<file path="src/rtl/inv_mix_columns_if.sv">
// Handshake bundle for the InvMixColumns block: one 128-bit AES state in and one out.
// The slave modport is the transform block and the master modport is its environment.
interface inv_mix_columns_if;
   logic         in_valid;
   logic         in_ready;
   logic [127:0] in_data;
   logic         out_valid;
   logic         out_ready;
   logic [127:0] out_data;

   modport master (
      output in_valid, in_data, out_ready,
      input  in_ready, out_valid, out_data
   );

   modport slave (
      input  in_valid, in_data, out_ready,
      output in_ready, out_valid, out_data
   );
endinterface

</file>
<file path="src/rtl/inv_mix_columns.sv">
// AES InvMixColumns over a 128-bit state, processing COLS_PER_CYCLE columns per clock.
// The result stays in the working register, which drives out_data directly.
module inv_mix_columns #(
   parameter int COLS_PER_CYCLE = 1
) (
   input  logic              clk,
   input  logic              rst,
   inv_mix_columns_if.slave  bus,
   output logic              busy
);

   typedef enum logic [1:0] {IDLE, RUN, DONE} state_t;

   state_t            state;
   logic [1:0]        col;
   logic [3:0][31:0]  work;
   logic [3:0][31:0]  next_work;
   logic              out_valid;
   logic              last;
   logic              accept;

   generate
      if (COLS_PER_CYCLE != 1 && COLS_PER_CYCLE != 2 && COLS_PER_CYCLE != 4) begin : g_bad_cols
         $error("inv_mix_columns: COLS_PER_CYCLE must be 1, 2 or 4");
      end
   endgenerate

   function automatic logic [7:0] xtime(input logic [7:0] b);
      return {b[6:0], 1'b0} ^ (b[7] ? 8'h1b : 8'h00);
   endfunction

   // Each coefficient is a sum of s, 2s, 4s and 8s, built from a chain of three xtimes.
   function automatic logic [31:0] inv_column(input logic [31:0] c);
      logic [7:0] s  [4];
      logic [7:0] m9 [4];
      logic [7:0] mb [4];
      logic [7:0] md [4];
      logic [7:0] me [4];
      logic [7:0] x2, x4, x8;
      for (int i = 0; i < 4; i++) begin
         s[i]  = c[31-8*i -: 8];
         x2    = xtime(s[i]);
         x4    = xtime(x2);
         x8    = xtime(x4);
         m9[i] = x8 ^ s[i];
         mb[i] = x8 ^ x2 ^ s[i];
         md[i] = x8 ^ x4 ^ s[i];
         me[i] = x8 ^ x4 ^ x2;
      end
      return {me[0] ^ mb[1] ^ md[2] ^ m9[3],
              m9[0] ^ me[1] ^ mb[2] ^ md[3],
              md[0] ^ m9[1] ^ me[2] ^ mb[3],
              mb[0] ^ md[1] ^ m9[2] ^ me[3]};
   endfunction

   // Column c lives in work[3-c], i.e. work[~c], so column 0 lands in the MSBs.
   always_comb begin
      next_work = work;
      for (int k = 0; k < COLS_PER_CYCLE; k++) begin
         next_work[~(col + 2'(k))] = inv_column(work[~(col + 2'(k))]);
      end
   end

   assign last          = (col + 2'(COLS_PER_CYCLE - 1)) == 2'd3;
   assign bus.in_ready  = (state == IDLE) || (state == DONE && bus.out_ready);
   assign accept        = bus.in_valid && bus.in_ready;
   assign bus.out_valid = out_valid;
   assign bus.out_data  = work;

   // A DONE state with both handshakes reloads straight into RUN, so streaming has no bubble.
   always_ff @(posedge clk or posedge rst) begin
      if (rst) begin
         state     <= IDLE;
         col       <= 2'd0;
         work      <= '0;
         out_valid <= 1'b0;
         busy      <= 1'b0;
      end else begin
         case (state)
            IDLE: begin
               if (accept) begin
                  work  <= bus.in_data;
                  col   <= 2'd0;
                  state <= RUN;
                  busy  <= 1'b1;
               end
            end
            RUN: begin
               work <= next_work;
               col  <= col + 2'(COLS_PER_CYCLE);
               if (last) begin
                  state     <= DONE;
                  out_valid <= 1'b1;
               end
            end
            DONE: begin
               if (bus.out_ready) begin
                  out_valid <= 1'b0;
                  if (accept) begin
                     work  <= bus.in_data;
                     col   <= 2'd0;
                     state <= RUN;
                  end else begin
                     state <= IDLE;
                     busy  <= 1'b0;
                  end
               end
            end
            default: begin
               state     <= IDLE;
               out_valid <= 1'b0;
               busy      <= 1'b0;
            end
         endcase
      end
   end

endmodule

</file>
<file path="src/flat_wrapper.sv">
// flat-port wrapper written by rule: the top's interface ports become plain ports
module inv_mix_columns_flat 
#(
   parameter int COLS_PER_CYCLE = 1
)
  (clk, rst, busy, bus_in_valid, bus_in_data, bus_out_ready, bus_in_ready, bus_out_valid, bus_out_data);
  inv_mix_columns_if bus_i ();
  input  logic clk;
  input  logic rst;
  output logic busy;
  input wire logic [$bits(bus_i.in_valid)-1:0] bus_in_valid;
  input wire logic [$bits(bus_i.in_data)-1:0] bus_in_data;
  input wire logic [$bits(bus_i.out_ready)-1:0] bus_out_ready;
  output wire logic [$bits(bus_i.in_ready)-1:0] bus_in_ready;
  output wire logic [$bits(bus_i.out_valid)-1:0] bus_out_valid;
  output wire logic [$bits(bus_i.out_data)-1:0] bus_out_data;
  assign bus_i.in_valid = bus_in_valid;
  assign bus_i.in_data = bus_in_data;
  assign bus_i.out_ready = bus_out_ready;
  assign bus_in_ready = bus_i.in_ready;
  assign bus_out_valid = bus_i.out_valid;
  assign bus_out_data = bus_i.out_data;
  inv_mix_columns #(.COLS_PER_CYCLE(COLS_PER_CYCLE)) u_core (.clk(clk), .rst(rst), .bus(bus_i), .busy(busy));
endmodule
</file>
<file path="config.mk">
export PLATFORM = sky130hd
export DESIGN_NAME = inv_mix_columns_flat
export DESIGN_NICKNAME = d
export VERILOG_FILES = /design/src/rtl/inv_mix_columns_if.sv /design/src/rtl/inv_mix_columns.sv /design/src/flat_wrapper.sv
export SDC_FILE = /design/constraint.sdc
export NUM_CORES = 1
export LEC_CHECK = 0
export ABC_AREA = 0
export BUFFER_PORTS_ARGS = -buffer_cell sky130_fd_sc_hd__buf_2
export CAP_MARGIN = 25
export CORE_ASPECT_RATIO = 0.7
export CORE_MARGIN = 3
export CORE_UTILIZATION = 48
export CTS_CLUSTER_DIAMETER = 150
export CTS_CLUSTER_SIZE = 14
export DETAILED_ROUTE_END_ITERATION = 8
export PLACE_DENSITY = 0.78
export SLEW_MARGIN = 10
export SYNTH_ARGS = -nofsm -noshare
export SYNTH_HDL_FRONTEND = slang
export SYNTH_SLANG_ARGS = --single-unit
</file>
<file path="constraint.sdc">
create_clock -name clk -period 4.3 [get_ports clk]
set_input_delay 0.645 -clock clk [delete_from_list [all_inputs] [get_ports clk]]
set_output_delay 0.645 -clock clk [all_outputs]
set_load 0.03 [all_outputs]
</file>
==> summary.md, run 1 <==
| Metric | Value |
|---|---|
| Met2 Resource Use GR | `45.0%` |
| Fmax | `0.270 GHz` |
| Fin. Hold Viols | `0` |
| Die width | `170 µm` |
| Grt total ovfl | `0` |
| Post-synthesis sequential area ratio | `37.1%` |
| First-pass iteration count of the detailed router | `6` |
| Via Count | `7,608` |
| Post-CTS Setup Repair Bufs | `0` |
| Setup TNS | `0 ns` |
| Most common cell after layout, fill and taps aside | `buf_2` |
| Clk slew on worst S/H paths | `0.06 ns` |
| Final wirelength | `31.1 mm` |
| Syn Std Cell Area | `0.00904 mm²` |
| Synth-to-Final Area Change | `23.4%` |
| Most frequent cells in the layout | `buf_2 (262), dfrtp_1 (132), nor3_1 (72), a221o_1 (72), xnor2_1 (63)` |
| Hold WC Path Type | `input pin to asynchronous set/reset pin` |
| RSZ-0062 raised after global routing | `no` |
| Core Region | `0.0183 mm²` |
| CTS Sinks | `134` |
| CP required | `4.56 ns` |
| Final instance area | `0.0112 mm²` |
| Worst-skew pair later-pin latency | `0.43 ns` |
| Drt via density | `6.49` |
| Cell Area, Placed | `0.0105 mm²` |
| CP Max Fanout | `23` |
| Syn Nets | `832` |
| Crit share post-route | `86.1%` |
| Initial Utilization | `49.5%` |
| Row Count | `41` |
| GPL Wtd Cong | `0.988` |
| Final Skew | `0.0136 ns` |
| Synthesized flop and latch total | `134` |
| Met3 usage | `8.24%` |
| Worst setup margin | `0.599 ns` |
| Maxcap violations | `0` |
| Die H | `121 µm` |
| Die ar. | `0.0205 mm²` |
| Tmin final | `3.70 ns` |
| DR WL/cell | `26.5 µm` |
| First-pass GRT wire length | `46.3 mm` |
| Initial DRC Count | `1,008` |
| DRC Markers | `0` |
| Setup violators final | `0` |
| Port Buffers | `262` |
| Global routing's busiest layer | `met2` |
| Final Max Tran Viols | `0` |
| Tot GR Track Use | `30.2%` |
| Vias in the first global route | `7,615` |
| NumNets Final | `1,062` |
| Synthesized area per cell | `13.0 µm²` |
| Layout cells sized above 1 | `39.2%` |
| Place WS | `0.629 ns` |
| Cts repair resizes | `0` |
| Routing usage on met1 | `44.1%` |
| Placed cells | `1,141` |
| Hold buffers post-CTS | `0` |
| Outcome | `completed` |
| CTS tree | `done` |
| DRT antenna net count | `0` |
| Maximum level of the CTS H-tree | `4` |
| Measured slew at the worst slew-check pin | `1.08 ns` |
| Num CTS Buffers | `17` |
| Synthesis warning total | `0` |
| Antenna violations before repair | `0` |
| Synth Instances | `696` |
| Clk Tree Root Cell | `clkbuf_16` |
| Critical path arrival | `3.96 ns` |
| Worst setup EP type | `flip-flop` |
| Largest net degree at the start of global routing | `113` |
| Synth cell types | `36` |
| Critical Path Start Type | `flip-flop` |
| Crit path kind | `flip-flop to flip-flop` |
| CTS max path bufs | `2` |
| Detail Placement HPWL | `22.3 mm` |
| Layout filler cell count | `1,464` |
| # IOs | `263` |
| Slew margin rel. | `27.9%` |
| Finished Layout Cells | `1,173` |
| ANT cells | `0` |
==> final timing paths <==
| check | from | endpoint | slack (ns) | depth (start not counted) |
|---|---|---|---|---|
| min | rst | u_core.bus.out_data[125]$_DFFE_PP0P_ | 0.15 | 2 |
| min reg2reg | u_core.bus.out_data[20]$_DFFE_PP0P_ | u_core.bus.out_data[20]$_DFFE_PP0P_ | 0.53 | 2 |
| max in group asynchronous | rst | u_core.bus.out_data[42]$_DFFE_PP0P_ | 3.39 | 3 |
| max reg2reg | u_core.col[1]$_DFFE_PP0P_ | u_core.bus.out_data[51]$_DFFE_PP0P_ | 0.60 | 7 |
| min in group clk | bus_in_data[50] | u_core.bus.out_data[50]$_DFFE_PP0P_ | 0.45 | 2 |
| max | u_core.col[1]$_DFFE_PP0P_ | u_core.bus.out_data[51]$_DFFE_PP0P_ | 0.60 | 7 |
==> sequential cells by signal, summed over array words and instances, names as in the netlist <==
register	flops
u_core.bus.out_data	128
u_core.bus.out_valid	1
u_core.busy	1
u_core.col	2
u_core.state	2
==> stage by stage <==
step	hold slack [ns]	util, %
floorplan	0.546	-
global placement	0.507	57.3
detailed placement	0.516	57.6
CTS	0.439	60.8
global route	0.166	61.1
finish	0.151	61.1
==> cell type report <==
type	count	area [µm²]	share of cell area [%]
well taps	236	295	2.65
flip-flops and latches	134	3360	30.1
clock inverters	9	129	1.15
inverters	10	42.5	0.381
multi-input cells	487	5360	48.0
clock buffers	21	460	4.13
repair buffers	276	1520	13.6
==> synthesized netlist by cell type <==
cell type / number / share of area (%)
xor2_1: 16 / 1.5
buf_8: 1 / 0.17
ha_1: 4 / 0.55
xnor2_1: 63 / 6.1
nor2_1: 2 / 0.083
nand2_1: 10 / 0.42
xnor3_2: 2 / 0.53
xnor3_1: 48 / 12
o31ai_1: 12 / 1.0
xor2_2: 3 / 0.54
dfrtp_1: 134 / 37
a31oi_1: 1 / 0.069
nor3_1: 72 / 4.0
xor3_1: 15 / 3.9
buf_12: 1 / 0.22
buf_6: 6 / 0.75
nand2b_1: 2 / 0.14
a21oi_1: 4 / 0.22
xor3_2: 2 / 0.55
clkbuf_1: 39 / 1.6
buf_1: 7 / 0.29
xnor2_2: 11 / 2.0
xnor2_4: 4 / 1.2
mux4_2: 32 / 8.0
o21ai_0: 36 / 2.0
o22ai_1: 2 / 0.14
buf_4: 8 / 0.66
buf_2: 3 / 0.17
a21boi_0: 1 / 0.083
o21ai_1: 15 / 0.83
a22oi_1: 55 / 4.6
nor2b_1: 1 / 0.069
a221o_1: 72 / 8.0
mux2i_1: 1 / 0.11
inv_1: 10 / 0.42
and2_1: 1 / 0.069
==> kinds of logic (layout without fill, tap and decap cells) <==
logic type	count (synthesis)	after routing	synth area share [%]
AOI/OAI and AO/OA	198	198	16.9
buffers and inverters	75	316	4.29
DFF	134	134	37.1
muxes	33	33	8.08
adders and majority gates	4	4	0.554
and+or+nand+nor	88	88	4.76
xor gates and xnor gates	164	164	28.4
==> metal layers <==
metal | routed length [µm] | vias up | part of all wire (%)
met5 | 0 | - | 0
met2 | 14100 | 531 | 45
li1 | - | 3179 | -
met3 | 3500 | 50 | 11
met1 | 13000 | 3848 | 42
met4 | 510 | 0 | 1.6
==> critical path, stage by stage, from the launching register on <==
cell     delay, ns
dfrtp_2       0.81
buf_4         0.36
mux4_2        0.48
xnor3_1       0.52
xnor2_1       0.40
xnor3_1       0.51
xnor2_2       0.31
o31ai_1       0.12
Power of run 1 is left out: the tool's default activity adds up to more than one toggle a clock period on the data nets, which glitch-free logic cannot reach.
==> run 2, diff against run 1 <==
--- a/config.mk
+++ b/config.mk
@@ -8,13 +8,15 @@
 export ABC_AREA = 0
 export BUFFER_PORTS_ARGS = -buffer_cell sky130_fd_sc_hd__buf_2
 export CAP_MARGIN = 25
+export CELL_PAD_IN_SITES_DETAIL_PLACEMENT = 1
+export CELL_PAD_IN_SITES_GLOBAL_PLACEMENT = 1
 export CORE_ASPECT_RATIO = 0.7
 export CORE_MARGIN = 3
-export CORE_UTILIZATION = 48
+export CORE_UTILIZATION = 38
 export CTS_CLUSTER_DIAMETER = 150
 export CTS_CLUSTER_SIZE = 14
 export DETAILED_ROUTE_END_ITERATION = 8
-export PLACE_DENSITY = 0.78
+export PLACE_DENSITY_LB_ADDON = 0.1
 export SLEW_MARGIN = 10
 export SYNTH_ARGS = -nofsm -noshare
 export SYNTH_HDL_FRONTEND = slang
==> summary.md, run 2 (synthesis results as in run 1) <==
| Metric | Value |
|---|---|
| Setup TNS | `0 ns (unchanged)` |
| Layout filler cell count | `2,504 (+71%)` |
| Final instance area | `0.0113 mm² (+1.2%)` |
| Setup violators final | `0 (unchanged)` |
| Max incr delay on CP | `0.87 ns (+0.06 ns)` |
| Clk Tree Root Cell | `clkbuf_16` |
| Tot GR Track Use | `27.9% (-2.3 points)` |
| ANT cells | `0 (unchanged)` |
| Place WS | `0.364 ns (-0.266 ns)` |
| Initial Utilization | `39.3% (-10 points)` |
| Row Count | `46 (+12%)` |
| Slowest cell on the critical path | `dfrtp_2` |
| CTS tree | `done` |
| Slew margin rel. | `34.1% (+6.2 points)` |
| Most common cell after layout, fill and taps aside | `buf_2` |
| Fin. Hold Viols | `0 (unchanged)` |
| Largest net degree at the start of global routing | `104 (-8.0%)` |
| # IOs | `263 (unchanged)` |
| Worst path cell trace | `buf_4 -> mux4_2 -> xnor2_1 -> xnor3_1 -> xor3_1 -> nor3_1 -> a221o_1` |
| Multi-input combinational cell area | `0.00536 mm² (unchanged)` |
| Tmin final | `3.91 ns (+0.213 ns)` |
| Most frequent cells in the layout | `buf_2 (262), dfrtp_1 (132), nor3_1 (72), a221o_1 (72), xnor2_1 (63)` |
| Maxcap violations | `0 (unchanged)` |
| Synth-to-Final Area Change | `24.9%` |
| Detail Placement HPWL | `26.6 mm (+19%)` |
| Clk slew on worst S/H paths | `0.07 ns (about the same)` |
| Core Region | `0.0230 mm² (+26%)` |
| Final Max Tran Viols | `0 (unchanged)` |
| CP Max Fanout | `25 (+8.7%)` |
| Vias in the first global route | `8,429 (+11%)` |
| Hold buffers post-CTS | `0 (unchanged)` |
| Post-CTS Setup Repair Bufs | `0 (unchanged)` |
| Antenna violations before repair | `1 (+1)` |
| Fmax | `0.256 GHz (-5.4%)` |
| Largest register FFs | `128 (unchanged)` |
| CTS Sinks | `134 (unchanged)` |
| Critical Path Start Type | `flip-flop` |
| Crit share post-route | `91.0% (+4.9 points)` |
| Measured slew at the worst slew-check pin | `0.988 ns (-0.0926 ns)` |
| Outcome | `completed` |
| Crit path kind | `flip-flop to flip-flop` |
| DRC Markers | `0 (unchanged)` |
| GPL Wtd Cong | `0.915 (-7.4%)` |
| Worst setup EP type | `flip-flop` |
| Die width | `190 µm (+12%)` |
| RSZ-0062 raised after global routing | `no` |
| Initial DRC Count | `767 (-24%)` |
| Die H | `135 µm (+12%)` |
| Hold WC Path Type | `input pin to asynchronous set/reset pin` |
| Port Buffers | `262 (unchanged)` |
| Final Skew | `0.0155 ns (+0.00190 ns)` |
| Drt via density | `6.07 (-6.4%)` |
| NumNets Final | `1,069 (+0.66%)` |
| Layout cells sized above 1 | `40.0% (+0.79 points)` |
| First-pass GRT wire length | `53.1 mm (+15%)` |
| Grt total ovfl | `0 (unchanged)` |
| Worst-skew pair later-pin latency | `0.44 ns (about the same)` |
| DRT antenna net count | `0 (unchanged)` |
| Worst setup margin | `0.386 ns (-0.213 ns)` |
| Maximum level of the CTS H-tree | `4 (unchanged)` |
| Seq. cell area | `0.00336 mm² (unchanged)` |
| Final wirelength | `35.7 mm (+15%)` |
| Num CTS Buffers | `17 (unchanged)` |
| CTS max path bufs | `2 (unchanged)` |
| First-pass iteration count of the detailed router | `5 (-1)` |
| Critical path arrival | `4.22 ns (+0.26 ns)` |
| Via Count | `7,637 (+0.38%)` |
| CP required | `4.61 ns (+0.05 ns)` |
| Die ar. | `0.0257 mm² (+25%)` |
| DR WL/cell | `28.4 µm (+7.1%)` |
| Cell Area, Placed | `0.0106 mm² (+0.83%)` |
| Cts repair resizes | `0 (unchanged)` |
[run 2: final timing paths]
check | from | endpoint | slack, ns | depth (start not counted)
max in group asynchronous | rst | u_core.bus.out_data[13]$_DFFE_PP0P_ | 2.89 | 4
worst max-delay path | u_core.col[1]$_DFFE_PP0P_ | u_core.bus.out_data[77]$_DFFE_PP0P_ | 0.39 | 7
worst min register to register | u_core.bus.out_valid$_DFFE_PP0P_ | u_core.bus.out_valid$_DFFE_PP0P_ | 0.51 | 2
min in group clk | bus_in_data[54] | u_core.bus.out_data[54]$_DFFE_PP0P_ | 0.44 | 2
worst min-delay path | rst | u_core.busy$_DFFE_PP0P_ | 0.24 | 2
worst max register to register | u_core.col[1]$_DFFE_PP0P_ | u_core.bus.out_data[77]$_DFFE_PP0P_ | 0.39 | 7
[run 2: metal layers]
metal	vias to the layer above	global-route usage (%)	part of all wire (%)
li1	3177	-	-
met1	4027	40.1	44
met2	388	42.4	46
met3	43	7.29	8.0
met4	2	7.21	1.5
met5	-	0	0.036
[run 2: area by class of cell]
class                      instances  share of cell area (%)
clock buffer                      19                    4.01
sequential                       134                    29.7
timing repair buffer             283                    13.6
tap                              312                    3.46
clock inverter                    13                    1.37
multi-input combinational        487                    47.4
inverter                          10                   0.377
[run 2: metrics by stage]
| stage | hold slack (ns) | util [%] | instances |
|---|---|---|---|
| floorplan | 0.546 | - | 696 |
| global placement | 0.491 | 46.1 | 1223 |
| detailed placement | 0.500 | 46.1 | 1223 |
| CTS | 0.429 | 48.7 | 1255 |
| global route | 0.256 | 49.1 | 1258 |
| finish | 0.236 | 49.1 | 1258 |
[run 2: critical path: cells and delay by family, from the launching register on]
family / cells / cell delay, ns
xor+xnor: 3 / 1.40
flops: 1 / 0.87
mux: 1 / 0.75
buf+inv: 1 / 0.38
compound gates: 1 / 0.30
simple gates: 1 / 0.08
Power of run 2 is left out for the same reason.
==> run 3, diff against run 2 <==
--- a/config.mk
+++ b/config.mk
@@ -17,6 +17,7 @@
 export CTS_CLUSTER_SIZE = 14
 export DETAILED_ROUTE_END_ITERATION = 8
 export PLACE_DENSITY_LB_ADDON = 0.1
+export REMOVE_ABC_BUFFERS = 1
 export SLEW_MARGIN = 10
 export SYNTH_ARGS = -nofsm -noshare
 export SYNTH_HDL_FRONTEND = slang
==> summary.md, run 3 (synthesis results as in run 1) <==
| Metric | Value |
|---|---|
| Outcome | `completed` |
| Setup violators final | `0 (unchanged)` |
| First-pass iteration count of the detailed router | `5 (unchanged)` |
| Final wirelength | `34.0 mm (-4.7%)` |
| Port Buffers | `262 (unchanged)` |
| Core Region | `0.0230 mm² (unchanged)` |
| Crit share post-route | `87.5% (-3.5 points)` |
| Worst-skew pair later-pin latency | `0.43 ns (about the same)` |
| Reg2Reg Depth | `7 (unchanged)` |
| Crit path kind | `flip-flop to flip-flop` |
| Post-CTS Setup Repair Bufs | `0 (unchanged)` |
| Vias in the first global route | `7,957 (-5.6%)` |
| Antenna violations before repair | `0 (-1)` |
| Initial Utilization | `39.3% (unchanged)` |
| Critical path arrival | `4.04 ns (-0.18 ns)` |
| Cell Area, Placed | `0.0106 mm² (about the same)` |
| DRT antenna net count | `0 (unchanged)` |
| Detail Placement HPWL | `25.1 mm (-5.6%)` |
| Fmax | `0.266 GHz (+4.0%)` |
| Die ar. | `0.0257 mm² (unchanged)` |
| Hold WC Path Type | `input pin to asynchronous set/reset pin` |
| Tmin final | `3.76 ns (-0.149 ns)` |
| Layout cells sized above 1 | `39.4% (-0.55 points)` |
| DRC Markers | `0 (unchanged)` |
| Via Count | `7,535 (-1.3%)` |
| Most common cell after layout, fill and taps aside | `buf_2` |
| DR WL/cell | `27.2 µm (-4.2%)` |
| FF-to-FF End | `u_core.bus.out_data[115]$_DFFE_PP0P_` |
| Measured slew at the worst slew-check pin | `1.06 ns (+0.0732 ns)` |
| CTS Sinks | `134 (unchanged)` |
| R2R Setup Slk | `0.54 ns (+0.15 ns)` |
| Layout filler cell count | `2,460 (-1.8%)` |
| Clk slew on worst S/H paths | `0.06 ns (about the same)` |
| Fin. Hold Viols | `0 (unchanged)` |
| Worst setup margin | `0.536 ns (+0.149 ns)` |
| Place WS | `0.599 ns (+0.235 ns)` |
| Largest register FFs | `128 (unchanged)` |
| Clk Tree Root Cell | `clkbuf_16` |
| Largest net degree at the start of global routing | `84 (-19%)` |
| CTS max path bufs | `2 (unchanged)` |
| Final instance area | `0.0112 mm² (-0.56%)` |
| Grt total ovfl | `0 (unchanged)` |
| Hold buffers post-CTS | `0 (unchanged)` |
| NumNets Final | `1,063 (-0.56%)` |
| Drt via density | `6.02 (-0.78%)` |
| Cts repair resizes | `0 (unchanged)` |
| Die H | `135 µm (unchanged)` |
| Final Max Tran Viols | `0 (unchanged)` |
| Synth-to-Final Area Change | `24.2%` |
| Row Count | `46 (unchanged)` |
| Most frequent cells in the layout | `buf_2 (262), dfrtp_1 (132), nor3_1 (72), a221o_1 (72), xnor2_1 (63)` |
| FF-to-FF Start | `u_core.col[1]$_DFFE_PP0P_` |
| # IOs | `263 (unchanged)` |
| First-pass GRT wire length | `50.9 mm (-4.3%)` |
| Worst setup EP type | `flip-flop` |
| Maximum level of the CTS H-tree | `4 (unchanged)` |
| Fin Hold WS | `0.356 ns (+0.120 ns)` |
| Slew margin rel. | `29.2% (-4.9 points)` |
| Die width | `190 µm (unchanged)` |
| Initial DRC Count | `619 (-19%)` |
| Final Skew | `0.0158 ns (+0.000311 ns)` |
| Critical Path Start Type | `flip-flop` |
| Num CTS Buffers | `17 (unchanged)` |
| GPL Wtd Cong | `0.925 (+1.1%)` |
| CP Max Fanout | `19 (-24%)` |
| CTS tree | `done` |
| ANT cells | `0 (unchanged)` |
| Maxcap violations | `0 (unchanged)` |
| RSZ-0062 raised after global routing | `no` |
| Tot GR Track Use | `26.5% (-1.5 points)` |
| CP required | `4.58 ns (-0.03 ns)` |
## run 3: cell types whose count changed in the layout (fill, tap and decap cells not counted), moves of 2 or more
cell | previous run | this run
clkinv_4 | 0 | 2
inv_6 | 8 | 2
buf_4 | 17 | 11
clkinv_2 | 0 | 3
## run 3: how the worst max path moves through the flow
| stage | from | end | slack [ns] | depth (start not counted) |
|---|---|---|---|---|
| 6_report | u_core.col[1]$_DFFE_PP0P_ | u_core.bus.out_data[115]$_DFFE_PP0P_ | 0.54 | 7 |
| 4_1_cts | u_core.col[1]$_DFFE_PP0P_ | u_core.bus.out_data[19]$_DFFE_PP0P_ | 0.55 | 7 |
| 5_1_grt | u_core.col[1]$_DFFE_PP0P_ | u_core.bus.out_data[83]$_DFFE_PP0P_ | 0.36 | 7 |
| 3_5_place_dp | u_core.col[1]$_DFFE_PP0P_ | u_core.bus.out_data[19]$_DFFE_PP0P_ | 0.60 | 7 |
| 2_1_floorplan | u_core.state[1]$_DFFE_PP0P_ | u_core.bus.out_data[115]$_DFFE_PP0P_ | -0.78 | 4 |
| 3_3_place_gp | u_core.col[1]$_DFFE_PP0P_ | u_core.bus.out_data[83]$_DFFE_PP0P_ | 0.65 | 7 |
## run 3: critical path: stages (launching register included)
cell and delay (ns):
dfrtp_2 0.79, buf_4 0.35, mux4_2 0.48, xnor3_1 0.49, xnor2_1 0.48, xnor3_1 0.55
xnor2_2 0.33, o31ai_1 0.13
## run 3: layer usage
metal  vias to the layer above  GRT usage, %  wire, µm
li1                       3174             -         -
met1                      3913          39.2     15700
met2                       419          40.4     15200
met3                        29          5.86      2820
met4                         0          5.21       305
met5                         -             0         0
## run 3: stage by stage
| stage | TNS (ns) | utilization [%] | cells |
|---|---|---|---|
| floorplan | -89.65 | - | 631 |
| global placement | 0 | 46.0 | 1218 |
| detailed placement | 0 | 46.1 | 1219 |
| CTS | 0 | 48.7 | 1250 |
| global route | 0 | 48.8 | 1251 |
| finish | 0 | 48.8 | 1251 |
## run 3: cell type report
| type | instances | area [µm²] | area share, % |
|---|---|---|---|
| Clock inverter | 12 | 154 | 1.37 |
| Inverter | 10 | 42.5 | 0.379 |
| Multi-Input combinational cell | 487 | 5360 | 47.7 |
| Clock buffer | 19 | 443 | 3.94 |
| Tap cell | 312 | 390 | 3.48 |
| Timing Repair Buffer | 277 | 1490 | 13.3 |
| Sequential cell | 134 | 3360 | 29.9 |
Power of run 3 is left out for the same reason.
